`src/rtl/muldiv_alu_ctrl.sv`:
```
// ALU control decoder with an iterative multiply/divide unit and the HI/LO registers.
// Multiply uses shift-add and divide uses restoring division. Each takes one iteration per cycle.
module muldiv_alu_ctrl #(
  parameter int unsigned WIDTH = 32
) (
  input  logic             Clk,
  input  logic             Rst,
  input  logic [3:0]       ALUOp,
  input  logic [5:0]       FuncCode,
  input  logic             Valid,
  input  logic [WIDTH-1:0] A,
  input  logic [WIDTH-1:0] B,
  output logic [3:0]       ALUCtrl,
  output logic             IllegalFunc,
  output logic             Stall,
  output logic             Busy,
  output logic             Done,
  output logic [WIDTH-1:0] HI,
  output logic [WIDTH-1:0] LO,
  output logic [WIDTH-1:0] MDResult
);

  localparam int unsigned CW = $clog2(WIDTH) + 1;
  localparam logic [CW-1:0] LastCnt = CW'(WIDTH - 1);

  localparam logic [5:0] FnMfhi = 6'b010000;
  localparam logic [5:0] FnMthi = 6'b010001;
  localparam logic [5:0] FnMflo = 6'b010010;
  localparam logic [5:0] FnMtlo = 6'b010011;

  typedef enum logic [1:0] {StIdle, StMul, StDiv, StFix} state_e;

  state_e             state_q, state_d;
  logic [CW-1:0]      cnt_q, cnt_d;
  logic [2*WIDTH-1:0] acc_q, acc_d;     // {partial product} or {remainder, quotient}
  logic [WIDTH-1:0]   opnd_q, opnd_d;   // multiplicand or divisor magnitude
  logic               mul_q, mul_d;
  logic               neg_lo_q, neg_lo_d; // negate product / quotient
  logic               neg_hi_q, neg_hi_d; // negate remainder
  logic [WIDTH-1:0]   hi_q, hi_d, lo_q, lo_d;
  logic               done_q, done_d;

  logic               rtype, is_md, accept, signed_op, mul_op, a_neg, b_neg;
  logic [WIDTH-1:0]   a_mag, b_mag;
  logic [WIDTH:0]     mul_sum, div_trial, div_diff;

  assign rtype = (ALUOp == 4'b1111);

  // Decode ALU control and classify the funct field
  always_comb begin
    ALUCtrl     = ALUOp;
    IllegalFunc = 1'b0;
    is_md       = 1'b0;
    if (rtype) begin
      ALUCtrl = 4'b1111;
      case (FuncCode)
        6'b000000: ALUCtrl = 4'b0011;
        6'b000010: ALUCtrl = 4'b0100;
        6'b000011: ALUCtrl = 4'b1101;
        6'b100000: ALUCtrl = 4'b0010;
        6'b100001: ALUCtrl = 4'b1000;
        6'b100010: ALUCtrl = 4'b0110;
        6'b100011: ALUCtrl = 4'b1001;
        6'b100100: ALUCtrl = 4'b0000;
        6'b100101: ALUCtrl = 4'b0001;
        6'b100110: ALUCtrl = 4'b1010;
        6'b100111: ALUCtrl = 4'b1100;
        6'b101010: ALUCtrl = 4'b0111;
        6'b101011: ALUCtrl = 4'b1011;
        6'b010000, 6'b010001, 6'b010010, 6'b010011,
        6'b011000, 6'b011001, 6'b011010, 6'b011011: is_md = 1'b1;
        default: IllegalFunc = 1'b1;
      endcase
    end
  end

  // Operand conditioning; funct bit 0 selects unsigned, bit 1 selects divide
  always_comb begin
    signed_op = ~FuncCode[0];
    mul_op    = ~FuncCode[1];
    a_neg     = signed_op & A[WIDTH-1];
    b_neg     = signed_op & B[WIDTH-1];
    a_mag     = a_neg ? -A : A;
    b_mag     = b_neg ? -B : B;
    accept    = Valid & is_md & (state_q == StIdle) & (FuncCode[5:2] == 4'b0110);
    mul_sum   = {1'b0, acc_q[2*WIDTH-1:WIDTH]} + (acc_q[0] ? {1'b0, opnd_q} : '0);
    div_trial = {acc_q[2*WIDTH-1:WIDTH], acc_q[WIDTH-1]};
    div_diff  = div_trial - {1'b0, opnd_q};
  end

  // Next-state logic for the iterative unit and the HI/LO registers
  always_comb begin
    state_d  = state_q;
    cnt_d    = cnt_q;
    acc_d    = acc_q;
    opnd_d   = opnd_q;
    mul_d    = mul_q;
    neg_lo_d = neg_lo_q;
    neg_hi_d = neg_hi_q;
    hi_d     = hi_q;
    lo_d     = lo_q;
    done_d   = 1'b0;
    unique case (state_q)
      StIdle: begin
        if (accept) begin
          cnt_d = '0;
          mul_d = mul_op;
          if (mul_op) begin
            acc_d    = {{WIDTH{1'b0}}, b_mag};
            opnd_d   = a_mag;
            neg_lo_d = a_neg ^ b_neg;
            neg_hi_d = a_neg ^ b_neg;
            state_d  = StMul;
          end else if (B == '0) begin
            // Divide by zero: result is preloaded and FIX passes it through
            acc_d    = {A, {WIDTH{1'b1}}};
            neg_lo_d = 1'b0;
            neg_hi_d = 1'b0;
            state_d  = StFix;
          end else begin
            acc_d    = {{WIDTH{1'b0}}, a_mag};
            opnd_d   = b_mag;
            neg_lo_d = a_neg ^ b_neg;
            neg_hi_d = a_neg;
            state_d  = StDiv;
          end
        end else if (Valid && is_md && FuncCode == FnMthi) begin
          hi_d = A;
        end else if (Valid && is_md && FuncCode == FnMtlo) begin
          lo_d = A;
        end
      end
      StMul: begin
        acc_d = {mul_sum, acc_q[WIDTH-1:1]};
        cnt_d = cnt_q + 1'b1;
        if (cnt_q == LastCnt) state_d = StFix;
      end
      StDiv: begin
        // A borrow out of the trial subtraction means the remainder is restored
        if (!div_diff[WIDTH]) acc_d = {div_diff[WIDTH-1:0], acc_q[WIDTH-2:0], 1'b1};
        else                  acc_d = {div_trial[WIDTH-1:0], acc_q[WIDTH-2:0], 1'b0};
        cnt_d = cnt_q + 1'b1;
        if (cnt_q == LastCnt) state_d = StFix;
      end
      StFix: begin
        if (mul_q) begin
          {hi_d, lo_d} = neg_lo_q ? -acc_q : acc_q;
        end else begin
          hi_d = neg_hi_q ? -acc_q[2*WIDTH-1:WIDTH] : acc_q[2*WIDTH-1:WIDTH];
          lo_d = neg_lo_q ? -acc_q[WIDTH-1:0] : acc_q[WIDTH-1:0];
        end
        done_d  = 1'b1;
        state_d = StIdle;
      end
    endcase
  end

  // State registers with synchronous reset
  always_ff @(posedge Clk) begin
    if (Rst) begin
      state_q  <= StIdle;
      cnt_q    <= '0;
      acc_q    <= '0;
      opnd_q   <= '0;
      mul_q    <= 1'b0;
      neg_lo_q <= 1'b0;
      neg_hi_q <= 1'b0;
      hi_q     <= '0;
      lo_q     <= '0;
      done_q   <= 1'b0;
    end else begin
      state_q  <= state_d;
      cnt_q    <= cnt_d;
      acc_q    <= acc_d;
      opnd_q   <= opnd_d;
      mul_q    <= mul_d;
      neg_lo_q <= neg_lo_d;
      neg_hi_q <= neg_hi_d;
      hi_q     <= hi_d;
      lo_q     <= lo_d;
      done_q   <= done_d;
    end
  end

  assign Busy     = (state_q != StIdle);
  assign Done     = done_q;
  assign HI       = hi_q;
  assign LO       = lo_q;
  assign Stall    = Valid & Busy & is_md;
  assign MDResult = (is_md && FuncCode == FnMfhi) ? hi_q :
                    (is_md && FuncCode == FnMflo) ? lo_q : '0;

endmodule

```
`config.mk`:
```
export PLATFORM = sky130hd
export DESIGN_NAME = muldiv_alu_ctrl
export DESIGN_NICKNAME = d
export VERILOG_FILES = /design/src/rtl/muldiv_alu_ctrl.sv
export SDC_FILE = /design/constraint.sdc
export NUM_CORES = 1
export LEC_CHECK = 0
export CAP_MARGIN = 25
export CORE_ASPECT_RATIO = 0.8
export CORE_MARGIN = 2
export CORE_UTILIZATION = 60
export CTS_BUF_LIST = sky130_fd_sc_hd__clkbuf_4 sky130_fd_sc_hd__clkbuf_8
export DETAILED_ROUTE_END_ITERATION = 8
export PLACE_DENSITY = 0.84
export SYNTH_ARGS = -nofsm -noshare
export SYNTH_HDL_FRONTEND = slang
export SYNTH_SLANG_ARGS = --single-unit
```
`constraint.sdc`:
```
create_clock -name Clk -period 6.8 [get_ports Clk]
set_clock_uncertainty 0.1 [all_clocks]
set_input_delay 1.02 -clock Clk [delete_from_list [all_inputs] [get_ports Clk]]
set_output_delay 1.02 -clock Clk [all_outputs]
set_load 0.1 [all_outputs]
```
After elaboration in Yosys (flattened, before gate mapping):

Index checks and enable logic that the tools add are counted.

* $add $sub $neg: 8
* equal/unequal tests: 33
* mux-type cells: 42
* bitwise logic cells: 10
* reductions and logical operators: 22

Operators with widths (number)
* $mux 32: 16
* $mux 64: 5
* $pmux 64 s3: 1
* $neg 32->32: 4
* $pmux 32 s2: 2
* $neg 64->64: 1
* $eq 6x6->1 const B: 10
* $eq 6x5->1 const B: 9
* $pmux 4 s13: 1
* $add 32x32->33: 1
* $sub 33x32->33: 1
* $logic_not 32->1: 1
* $reduce_or 21->1: 1
* $eq 6x2->1 const B: 2
* $pmux 6 s2: 1
* $mux 1: 10
* $ne 2x2->1 const B: 4
* $reduce_and 2->1: 4
* $reduce_or 8->1: 1
* $and 1x1->1: 7
* $add 6x1->6 const B: 1
* $logic_not 6->1: 1
* $mux 2: 3
* $mux 6: 1
* 16 further kinds: 27

* register bits: 172
* output and inout port bits: 104

Depth between registers and ports, before layout:

* depth after elaboration: 10
* mapped depth: 14
* mapped depth without buffers: 14

Worst setup path after synthesis:

Ideal clock, no wire load.

* kind: input port to output port
* from: input port FuncCode[0]
* to: output port IllegalFunc
* arrival time: 4.284 ns
* required time: 5.680 ns
* setup slack: 1.396 ns
* stages: 8
* buffers on the path: 2
* cells stage by stage: clkbuf_1 clkbuf_1 nor2_1 o21ai_0 a21oi_1 a311oi_1 a21oi_1 nor3b_1

* longest elaborated chain between the ends: 4
* elaborated cells on any way between the ends: 24
* those cells by class: eq/ne: 20; mux: 2; reduce/logical: 2

Ends and longest elaborated chain
* from (decl): line 9 `input logic [5:0] FuncCode,`
* $eq 6x5->1 (tied with other cells): line 56 `case (FuncCode)`
* $reduce_or 21->1 (no source line) (*)
* $mux 1 (*): line 56
* $mux 1 (*): line 54 `if (rtype) begin`
* to (decl): line 14 `output logic IllegalFunc,`

Every way passes the cells marked *; elsewhere a longest branch is shown, timed or not.

Worst setup path after layout:

* from: input port FuncCode[0]
* to: output port ALUCtrl[0]

* longest elaborated chain between the ends: 3
* elaborated cells on any way between the ends: 15
* those cells by class: eq/ne: 12; mux: 2; reduce/logical: 1

Ends and longest elaborated chain
* $eq 6x6->1 (tied with other cells): line 56
* $pmux 4 s13 (*): line 56
* $mux 4 (*): line 54
* to (decl): line 13 `output logic [3:0] ALUCtrl,`

Marked as above.

==> impl_metrics.env <==
export IMPL_clkTransAtPathRegs_ns=0.12
export IMPL_wl_per_cell_um=23.0
export IMPL_synth_seq_cells=172
export IMPL_io_pins=181
export IMPL_powerDensity_nw_per_um2=233
export IMPL_irDropWorstVdd_v=0.000296
export IMPL_cts_tree="built"
export IMPL_wl_mm=60.1
export IMPL_root_buffer="clkbuf_8"
export IMPL_insertion_delay_ns=0.51
export IMPL_rows=53
export IMPL_die_x_um=186
export IMPL_grt_pass1_wl_mm=90.2
export IMPL_timing_rr_start="acc_q[32]"
export IMPL_synth_top_area_cell="dfxtp_1"
export IMPL_drc=0
export IMPL_syn_inst=2184
export IMPL_syn_nets=2336
export IMPL_cts_hold_buffers=0
export IMPL_cts_resized_gates=0
export IMPL_holdPathStages=2
export IMPL_rsz0062_at_grt="no"
export IMPL_drv_slew=0
export IMPL_overflow=0
export IMPL_grt_start_max_net_pins=91
export IMPL_hold_viol_final=0
export IMPL_hp_start="opnd_q[16]"
export IMPL_tritoncts_num_buffers=17
export IMPL_dieArea_um2=27800
export IMPL_htreeDepth=4
export IMPL_power_leakage_nw=7.04
export IMPL_period_minus_slack_ns=4.99
export IMPL_synthToLayoutAreaGrowth_pct=13.5
export IMPL_grt_pass1_vias=15600
export IMPL_worst_pin_slew_ns=1.05
export IMPL_yosysUniqueCellTypes=95
export IMPL_holdPathEnd="opnd_q[16]"
export IMPL_place_hpwl_mm=45.1
export IMPL_reg2regPathDepth=13
export IMPL_max_slew_margin_rel_pct=28.3
export IMPL_cp_arrival_ns=3.87
export IMPL_fin_tns_setup_ns=0
export IMPL_yosysSeqAreaShare_pct=21.7
export IMPL_antenna_found_initial=2
export IMPL_initial_utilization_pct=60.7
export IMPL_cp_max_fo=18
export IMPL_post_dp_cell_area_um2=17600
export IMPL_finalSetupViolCount=0
export IMPL_num_vias=17900
export IMPL_syn_area_per_cell_um2=7.28
export IMPL_finalCritPeriodShare_pct=73.4
export IMPL_netlist_area_leader_share_pct=21.7
export IMPL_gp_congestion=1.04
export IMPL_min_path_type="flop to flop"
export IMPL_fill_cells=2182
export IMPL_drt_iter0_drc=2475
export IMPL_worstSetupPathType="input port to output port"
export IMPL_synth_ff_type="dfxtp_1"
export IMPL_grt_total_usage_pct=42.1
export IMPL_max_freq_ghz=0.200
export IMPL_status="finished clean"
export IMPL_fin_nets=2395
export IMPL_coreArea_um2=26200
export IMPL_port_buffers=180
export IMPL_clockBufferDepth=2
export IMPL_cp_required_ns=5.68
export IMPL_clock_sinks=172
export IMPL_cp_end_kind="output port"
export IMPL_rrSetupSlack_ns=2.37
export IMPL_avgViaCountPerCell=6.86
export IMPL_final_cell_area_um2=18100
export IMPL_cts_setup_buffers=0
export IMPL_dieHeight_um=150
export IMPL_layout_drive_gt1_share_pct=7.18
export IMPL_cap_violations=0
export IMPL_syn_area_um2=15900
export IMPL_ant_nets=0
export IMPL_postSynth_asyncResetShare_pct=0
export IMPL_synth_edf_count=0
export IMPL_synth_top_cells_by_area="dfxtp_1 22%, nor2_1 7.7%, a21oi_1 6.9%"
export IMPL_dr_pass1_iters=7
export IMPL_r2r_end="acc_q[59]"
export IMPL_cp_start_kind="input port"
export IMPL_synth_warnings=0
how the worst max path moves through the flow:
stage           startpoint          end
2_1_floorplan  FuncCode[0]  IllegalFunc
3_3_place_gp   FuncCode[0]   ALUCtrl[0]
3_5_place_dp   FuncCode[0]   ALUCtrl[0]
4_1_cts        FuncCode[0]   ALUCtrl[0]
5_1_grt        FuncCode[0]   ALUCtrl[0]
6_report       FuncCode[0]   ALUCtrl[0]
logic make-up after synthesis:
family,Yosys count,synth area share (%)
and+or+nand+nor,742,22.3
buffers and inverters,244,6.01
adders and majority gates,75,5.99
AOI/OAI and AO/OA,700,29.4
xor gates and xnor gates,168,9.30
DFF,172,21.7
muxes,83,5.37
state kept, by name, summed over array words and instances, names as in the netlist, 2 cells and up:
register / flops
HI: 32
LO: 32
acc_q: 64
cnt_q: 6
opnd_q: 32
state_q: 2
routing by layer:
metal  vias up  share of wire, %  global-route usage (%)
met5         -                 0                       0
met3       230                13                    9.64
met1      8349                40                    58.5
met4         0               5.2                    18.1
li1       8084                 -                       -
met2      1261                41                    62.3
cell usage in the layout, fill, tap and decap left out, drive strengths merged, types with 64 or more instances in the layout:
cell type	netlist	routed
dfxtp	172	172
o21ai	114	114
ha	73	73
mux2i	64	64
xnor2	86	86
xor2	82	82
nor2	331	331
inv	79	86
nor3	69	69
a211oi	75	75
clkdlybuf4s50	0	145
a21oi	221	221
nand2	143	143
stage by stage:
stage               total power, W  cells  hold WS (ns)  utilization (%)  setup WS, ns
floorplan                  0.00275   2184         0.332                -          1.40
global placement           0.00332   2579         0.341             67.3          1.88
detailed placement         0.00336   2579         0.345             67.3          1.81
CTS                        0.00411   2611         0.360             68.8          1.78
global route               0.00439   2613         0.382             68.9          1.60
finish                     0.00421   2614         0.365             68.9          1.81
final cells by class:
class | count | area, um2 | share of cell area [%]
well taps | 357 | 447 | 2.47
clock inverters | 14 | 153 | 0.845
repair buffers | 205 | 1920 | 10.6
clock buffers | 18 | 248 | 1.37
diodes | 1 | 2.50 | 0.0139
flip-flops and latches | 172 | 3440 | 19.1
inverters | 79 | 297 | 1.64
multi-input cells | 1768 | 11500 | 63.9
power breakdown:
part / total, W / internal (W) / switching (W)
Combinational: 0.00230 / 0.000859 / 0.00144
Clock: 0.000762 / 0.000314 / 0.000448
Sequential: 0.00115 / 0.00105 / 0.000102
Total: 0.00421 / 0.00222 / 0.00199
cells in the mapped netlist, types with 7 or more instances:
master / number
nor2_1: 328
a21oi_1: 220
dfxtp_1: 172
nand2_1: 141
clkbuf_1: 138
o21ai_0: 101
xnor2_1: 86
xor2_1: 81
inv_1: 78
a211oi_1: 75
ha_1: 73
mux2i_1: 64
nor3_1: 64
nand3_1: 34
a21o_1: 30
a221oi_1: 29
or3_1: 28
o31ai_1: 26
o22ai_1: 23
a31oi_1: 20
a221o_1: 18
nand2b_1: 17
nor2b_1: 16
a311oi_1: 15
o211ai_1: 15
or4_1: 15
buf_2: 14
nand4_1: 14
a32o_1: 13
o21a_1: 13
o21ai_1: 13
o41ai_1: 12
and2_1: 11
mux2_2: 11
a22oi_1: 10
a22o_1: 9
nor4_1: 9
buf_1: 8
mux2_1: 8
or2_2: 8
o21bai_1: 7
o221ai_1: 7
critical path, stage by stage:
cell and delay, ns:
clkdlybuf4s50_1 0.83, nor2_1 0.14, a21oi_1 0.14, nor2_1 0.05
o211ai_1 0.31, a21oi_1 0.08, nor2b_1 0.15, clkdlybuf4s50_1 1.15
Note: power is estimated with default switching activity, not from simulation.
